==> src/rtl/secuencia_run_detector_if.sv <==
// Bus for the run-length sequence detector: sample/control inputs and
// detection outputs. The master drives the serial stream and controls;
// the detector is the slave.
interface secuencia_run_detector_if #(
    parameter int CNT_W = 8
);
    logic             en;
    logic             w;
    logic [1:0]       mode;
    logic             overlap;
    logic             clr_cnt;
    logic             z;
    logic             det_pulse;
    logic [CNT_W-1:0] det_count;

    modport master (
        output en,
        output w,
        output mode,
        output overlap,
        output clr_cnt,
        input  z,
        input  det_pulse,
        input  det_count
    );

    modport slave (
        input  en,
        input  w,
        input  mode,
        input  overlap,
        input  clr_cnt,
        output z,
        output det_pulse,
        output det_count
    );
endinterface

==> src/rtl/secuencia_run_detector.sv <==
// Parametrised Moore run detector. Tracks the length of the current run of
// equal, qualifying samples on w and flags when it reaches RUN_LEN. Mode
// selects which bit value qualifies (ones, zeros, either, none). Supports
// overlapping/non-overlapping detection and a saturating event counter.
module secuencia_run_detector #(
    parameter int RUN_LEN = 2,
    parameter int CNT_W   = 8
) (
    input  logic                   clk,
    input  logic                   reset,
    secuencia_run_detector_if.slave bus
);
    localparam int RW = $clog2(RUN_LEN + 1);
    localparam logic [RW-1:0]    RUN_MAX = RW'(RUN_LEN);
    localparam logic [CNT_W-1:0] CNT_MAX = {CNT_W{1'b1}};

    typedef enum logic [1:0] {
        MODE_ONES  = 2'b00,
        MODE_ZEROS = 2'b01,
        MODE_ANY   = 2'b10,
        MODE_OFF   = 2'b11
    } mode_e;

    // Whether a sampled bit can extend a run under the given mode.
    function automatic logic qualifies(input mode_e m, input logic bit_v);
        logic q;
        case (m)
            MODE_ONES:  q = bit_v;
            MODE_ZEROS: q = ~bit_v;
            MODE_ANY:   q = 1'b1;
            MODE_OFF:   q = 1'b0;
            default:    q = 1'b0;
        endcase
        return q;
    endfunction

    logic [RW-1:0]    run_r;
    logic             bit_r;
    mode_e            mode_q_r;
    logic             z_r;
    logic             pulse_r;
    logic [CNT_W-1:0] cnt_r;

    mode_e            mode_s;
    logic             qual_s;
    logic [RW-1:0]    next_run_s;
    logic             event_s;
    logic [CNT_W-1:0] next_cnt_s;

    assign mode_s = mode_e'(bus.mode);

    // Next run length, detection event and next counter value.
    always_comb begin
        qual_s     = qualifies(mode_s, bus.w);
        next_run_s = run_r;
        event_s    = 1'b0;
        next_cnt_s = cnt_r;

        if (bus.en) begin
            // A mode change, empty run or bit change starts a fresh run.
            if ((mode_s != mode_q_r) || (run_r == {RW{1'b0}}) || (bus.w != bit_r)) begin
                if (qual_s) begin
                    next_run_s = RW'(1);
                end else begin
                    next_run_s = {RW{1'b0}};
                end
            end else if (run_r < RUN_MAX) begin
                next_run_s = run_r + RW'(1);
            end else begin
                // Run already complete: keep it (overlap) or restart counting.
                if (bus.overlap) begin
                    next_run_s = RUN_MAX;
                end else begin
                    next_run_s = RW'(1);
                end
            end
            event_s = (next_run_s == RUN_MAX);
        end else begin
            next_run_s = run_r;
            event_s    = 1'b0;
        end

        // Clear beats a coincident event; otherwise saturate at all-ones.
        if (bus.clr_cnt) begin
            next_cnt_s = {CNT_W{1'b0}};
        end else if (event_s && (cnt_r != CNT_MAX)) begin
            next_cnt_s = cnt_r + CNT_W'(1);
        end else begin
            next_cnt_s = cnt_r;
        end
    end

    // Run-tracking state: updated only on enabled samples.
    always_ff @(posedge clk) begin
        if (reset) begin
            run_r    <= {RW{1'b0}};
            bit_r    <= 1'b0;
            mode_q_r <= MODE_ONES;
        end else if (bus.en) begin
            run_r    <= next_run_s;
            bit_r    <= bus.w;
            mode_q_r <= mode_s;
        end else begin
            run_r    <= run_r;
            bit_r    <= bit_r;
            mode_q_r <= mode_q_r;
        end
    end

    // Registered outputs: z mirrors run==RUN_LEN, pulse marks each event.
    always_ff @(posedge clk) begin
        if (reset) begin
            z_r     <= 1'b0;
            pulse_r <= 1'b0;
            cnt_r   <= {CNT_W{1'b0}};
        end else begin
            z_r     <= (next_run_s == RUN_MAX);
            pulse_r <= event_s;
            cnt_r   <= next_cnt_s;
        end
    end

    assign bus.z         = z_r;
    assign bus.det_pulse = pulse_r;
    assign bus.det_count = cnt_r;
endmodule

==> src/flat_wrapper.sv <==
// flat-port wrapper written by rule: the top's interface ports become plain ports
module secuencia_run_detector_flat 
#(
    parameter int RUN_LEN = 2,
    parameter int CNT_W   = 8
)
  (clk, reset, bus_en, bus_w, bus_mode, bus_overlap, bus_clr_cnt, bus_z, bus_det_pulse, bus_det_count);
  secuencia_run_detector_if #(.CNT_W(CNT_W)) bus_i ();
  input  logic clk;
  input  logic reset;
  input wire logic [$bits(bus_i.en)-1:0] bus_en;
  input wire logic [$bits(bus_i.w)-1:0] bus_w;
  input wire logic [$bits(bus_i.mode)-1:0] bus_mode;
  input wire logic [$bits(bus_i.overlap)-1:0] bus_overlap;
  input wire logic [$bits(bus_i.clr_cnt)-1:0] bus_clr_cnt;
  output wire logic [$bits(bus_i.z)-1:0] bus_z;
  output wire logic [$bits(bus_i.det_pulse)-1:0] bus_det_pulse;
  output wire logic [$bits(bus_i.det_count)-1:0] bus_det_count;
  assign bus_i.en = bus_en;
  assign bus_i.w = bus_w;
  assign bus_i.mode = bus_mode;
  assign bus_i.overlap = bus_overlap;
  assign bus_i.clr_cnt = bus_clr_cnt;
  assign bus_z = bus_i.z;
  assign bus_det_pulse = bus_i.det_pulse;
  assign bus_det_count = bus_i.det_count;
  secuencia_run_detector #(.RUN_LEN(RUN_LEN), .CNT_W(CNT_W)) u_core (.clk(clk), .reset(reset), .bus(bus_i));
endmodule
==> config.mk <==
export PLATFORM = sky130hd
export DESIGN_NAME = secuencia_run_detector_flat
export DESIGN_NICKNAME = d
export VERILOG_FILES = /design/src/rtl/secuencia_run_detector_if.sv /design/src/rtl/secuencia_run_detector.sv /design/src/flat_wrapper.sv
export SDC_FILE = /design/constraint.sdc
export NUM_CORES = 1
export LEC_CHECK = 0
export ABC_AREA = 1
export BUFFER_PORTS_ARGS = -buffer_cell sky130_fd_sc_hd__buf_2
export CAP_MARGIN = 5
export CORE_AREA = 4 4 74 49
export CTS_BUF_LIST = sky130_fd_sc_hd__clkbuf_4
export DETAILED_ROUTE_END_ITERATION = 8
export DIE_AREA = 0 0 78 53
export GPL_TIMING_DRIVEN = 0
export MAX_ROUTING_LAYER = met4
export SLEW_MARGIN = 30
export SYNTH_ARGS = -nofsm -noshare
export SYNTH_HDL_FRONTEND = slang
export SYNTH_SLANG_ARGS = --single-unit
==> constraint.sdc <==
create_clock -name clk -period 1.4 [get_ports clk]
set_clock_uncertainty 0.15 [all_clocks]
set_input_delay 0.21 -clock clk [delete_from_list [all_inputs] [get_ports clk]]
set_output_delay 0.21 -clock clk [all_outputs]
set_load 0.1 [all_outputs]
======== Word-level counts from Yosys, hierarchy flattened ========
Index checks and enable logic that the tools add are counted.
storage, ports and cells
  bits in registers ....................... 15
  bits of input ports ..................... 8
  output and inout port bits .............. 10
  word-level logic and storage cells ...... 32
operators by class
  $add $sub $neg .......................... 2
  order comparisons ....................... 1
  eq/ne operators ......................... 8
  muxes and demuxes ....................... 8
  bitwise gates (word level) .............. 1
  reductions and logical operators ........ 6
operators by type and width
  kind                                                              number
  2-bit two-way mux                                                 5
  8-bit by 1-bit adder with 8-bit output (second input constant)    1
  2-bit == test (second input constant)                             4
  8-bit != test (second input constant)                             1
  2-bit logical NOT                                                 2
  1-bit case mux with 4 select lines                                1
  2-bit by 1-bit adder with 2-bit output (second input constant)    1
  2-bit by 1-bit == test with 1-bit output (second input constant)  1
  1-bit logical OR                                                  2
  2-bit < comparator (second input constant)                        1
  1-bit two-way mux                                                 2
  2-bit != test                                                     1
  2-bit OR reduction                                                1
  1-bit logical AND                                                 1
  1-bit != test                                                     1
  1-bit NOT                                                         1

======== Longest topological paths before layout ========
  depth after elaboration ................. 8
  mapped depth ............................ 9

======== Worst setup path after synthesis ========
No wires, ideal clock.
  path type ............................... flip-flop to flip-flop
  start ................................... register u_core.cnt_r[0] (netlist: u_core.bus.det_count[0])
  end ..................................... register u_core.cnt_r[0] (netlist: u_core.bus.det_count[0])
  setup time .............................. 116 ps
  data arrival time ....................... 2104 ps
  path slack .............................. -970 ps
  stages on the path, launching flop included .. 9
  path buffers ............................ 0
  cell sequence ........................... dfxtp_1 ha_1 nand2_1 nor2_4 nand3_4 nand4_2 inv_2 nor2_1 nor2_1
on the way
  cells in the longest elaborated chain, start to end .. 2
  elaborated cells on any way between the ends .. 3
RTL lines
  what                                                                            line                           text
  start: declaration                                                              secuencia_run_detector.sv:42   logic [CNT_W-1:0] cnt_r;
  start signal: assignment                                                        secuencia_run_detector.sv:115  cnt_r <= {CNT_W{1'b0}};
  start signal: assignment                                                        secuencia_run_detector.sv:119  cnt_r <= next_cnt_s;
  branches (longest 2 deep; another with 8-bit by 1-bit adder with 8-bit output)  -
Several ways; the timed one is not identified.
A chain may end at the register's enable or synchronous reset.

======== Worst setup path after layout ========
  start ................................... register u_core.cnt_r[1] (netlist: u_core.bus.det_count[1])
  end ..................................... register u_core.cnt_r[5] (netlist: u_core.bus.det_count[5])
The elaborated chain is that of the path after synthesis.

==> impl_metrics.json <==
{
  "drt_iter0_markers": 28,
  "cts_buffers": 3,
  "final_common_cell": "nand2_1",
  "clk_path_buf_depth": 2,
  "fill_cells": 310,
  "ir_worst_vdd_v": 0.000344,
  "dp_hpwl_mm": 1.39,
  "ys_ff_latch": 15,
  "netlist_area_sq_um": 827,
  "crit_path_start": "u_core.bus.det_count[1]",
  "hold_path.class": "input port to flip-flop",
  "initial_core_util_pct": 27.4,
  "cts_tree": "built",
  "clockRootBuffer": "clkbuf_4",
  "p_sw_uw": 233,
  "area_delta_synth_final_pct": 48.1,
  "endpoint": "u_core.bus.det_count[5]",
  "end_kind": "flip-flop",
  "drive_above_1_share_pct": 48.3,
  "hold_ws_ps": 31.4,
  "slew_headroom_pct": 79.9,
  "yosys.area_share.simple_pct": 39.3,
  "final_nets": 159,
  "synthDistinctLibCells": 20,
  "status": "complete, but fails checks",
  "synth_xor_area_share_pct": 6.35,
  "crit_path_max_fanout": 7,
  "rr_endpoint": "u_core.bus.det_count[5]",
  "switching_share_pct": 28.1,
  "grt_pass1_wl_mm": 3.36,
  "synth_compound_area_share_pct": 8.17,
  "max_cap_violations": 0,
  "clk_latency_ps": 290,
  "wire_per_inst_um": 10.5,
  "worstPathRequired_ps": 1470,
  "period_needed_ps": 1460,
  "wirelength_mm": 2.04,
  "rrSetupSlack_ps": -60,
  "arrival_ps": 1530,
  "rows": 16,
  "clkSlewWorstSetupHoldPaths_ps": 90,
  "final_cell_mix": "nand2_1, nor2_1, buf_4, inv_1, nand3_1",
  "drc_errors": 0,
  "slew_violations": 0,
  "failed_checks": "negative setup slack",
  "h-tree-depth": 1,
  "comb_power_share_pct": 14.3,
  "place.gp.congestion": 0.840,
  "fmax_mhz": 683,
  "p_int_uw": 596,
  "ant_nets": 0,
  "diodes": 0,
  "yosys-mux-area-fraction_pct": 0,
  "grt_remaining_overflow": 0,
  "instances_no_fill": 194,
  "p_clk_share_pct": 33.2,
  "grt_pass1_vias": 780,
  "yosys_warnings": 0,
  "numClockSinks": 15,
  "dp_slack_ps": -73.4,
  "p_leak_uw": 0.000546,
  "synth_top_family_by_area": "simple AND/OR/NAND/NOR gates",
  "dieArea_sq_um": 4130,
  "ys_seq_area_share_pct": 36.3,
  "io_pins": 18,
  "via_count": 810,
  "coreArea_sq_um": 3020,
  "seqPwrFrac_pct": 52.5,
  "die_w_um": 78,
  "syn_inst": 119,
  "timing.final.ws_setup_ps": -64.1,
  "crit_chain": "ha_4 -> nand2_4 -> nor2_4 -> nand3_4 -> nand4_4 -> nand2_1 -> a21oi_1",
  "drtPass1Iterations": 4,
  "cp-start-kind": "flip-flop",
  "r2r_start": "u_core.bus.det_count[1]",
  "setup_viol_count_final": 9,
  "viasPerCell": 4.18,
  "reg2regPathDepth": 7,
  "tightest_slew_ps": 303,
  "grt.total_usage_pct": 10.7,
  "synth_area_per_cell_sq_um": 6.95,
  "post-route-period-util_pct": 105,
  "io_buffers": 16,
  "min_from": "bus_clr_cnt",
  "dp.cells": 180,
  "grt_max_degree": 11,
  "grt_antenna_before_repair": 0,
  "syn_nets": 128,
  "die_height_um": 53,
  "max_stage_delay_ps": 380,
  "hold_buffers": 0,
  "slowest_stage": "dfxtp_4",
  "hold_violations": 0,
  "worstSetupPathType": "flip-flop to flip-flop",
  "rsz0062_at_grt": "true",
  "power_density_nw_per_um2": 676,
  "synth-adder-area-share_pct": 1.51
}
==> layer usage <==
metal	GRT usage, %	vias up	part of all wire, %
met1	12.9	362	50
met3	3.91	0	4.3
met2	17.2	12	45
met5	-	-	0
li1	-	436	-
met4	2.62	0	0
==> cell type report <==
class	count	area [sq um]	area share, %
tap	45	56.3	4.60
clock buffer	4	30.0	2.45
sequential	15	328	26.8
inverter	17	63.8	5.21
timing repair buffer	26	204	16.6
multi-input combinational	86	538	43.9
buffer	1	5.00	0.409
==> synth_stat cells, drive strengths merged <==
| library cell | count | area (sq um) |
|---|---|---|
| nand2 | 28 | 110 |
| nor2 | 22 | 103 |
| inv | 17 | 63.8 |
| dfxtp | 15 | 300 |
| nand3 | 14 | 87.6 |
| a21oi | 8 | 40.0 |
| xor2 | 6 | 52.6 |
| a211oi | 3 | 22.5 |
| buf | 1 | 5.00 |
| ha | 1 | 12.5 |
| nand3b | 1 | 7.51 |
| nand4 | 1 | 12.5 |
| nor3 | 1 | 5.00 |
| o21ai | 1 | 5.00 |
==> power groups by stage <==
stage / clock network (uW) / registers (uW) / logic [uW]
finish: 275 / 435 / 119
global route: 306 / 437 / 130
CTS: 285 / 435 / 115
detailed placement: 0 / 443 / 108
global placement: 0 / 443 / 106
floorplan: 0 / 456 / 66.8
==> how the worst min path moves through the flow <==
stage                                    to  slack (ps)  cells after the start
detailed placement             u_core.bit_r         340                      2
global route             u_core.mode_q_r[1]          30                      2
floorplan                   u_core.run_r[0]         130                      1
finish              u_core.bus.det_count[0]          30                      4
CTS                 u_core.bus.det_count[0]          20                      4
global placement               u_core.bit_r         330                      2
==> critical path: cells and delay by family, from the launching register on <==
kind	cells	cell delay, ps
and+or+nand+nor	5	560
DFF	1	380
adders and majority gates	1	150
AOI/OAI and AO/OA	1	140
==> flip-flops by register name, indices dropped and copies added, names as in the netlist <==
register	cells
u_core.bit_r	1
u_core.bus.det_count	8
u_core.bus.det_pulse	1
u_core.bus.z	1
u_core.mode_q_r	2
u_core.run_r	2
==> through the flow <==
| stage | cell area [sq um] | utilization [%] | power [uW] | TNS [ps] |
|---|---|---|---|---|
| final | 1220 | 40.5 | 828 | -436 |
| after global routing | 1220 | 40.5 | 873 | -1290 |
| after CTS | 1140 | 37.7 | 835 | -467 |
| after detailed placement | 1020 | 33.7 | 551 | -477 |
| after global placement | 1020 | 33.7 | 549 | -47.3 |
| after floorplan | 881 | - | 523 | -1430 |
==> cells by family after synthesis <==
kind of cell	after synthesis
compound gates	12
xor+xnor	6
fa+ha+maj	1
buf+inv	18
flops	15
simple gates	67
==> timing repair <==
| action | in CTS | in global routing |
|---|---|---|
| pin swaps | 7 | 5 |
| resized for setup | 18 | 13 |
| endpoints found under the hold margin | 0 | 0 |
| buffers inserted | 4 | 6 |
| setup endpoints to repair | 17 | 12 |
Power figures use the tool's default switching activity.
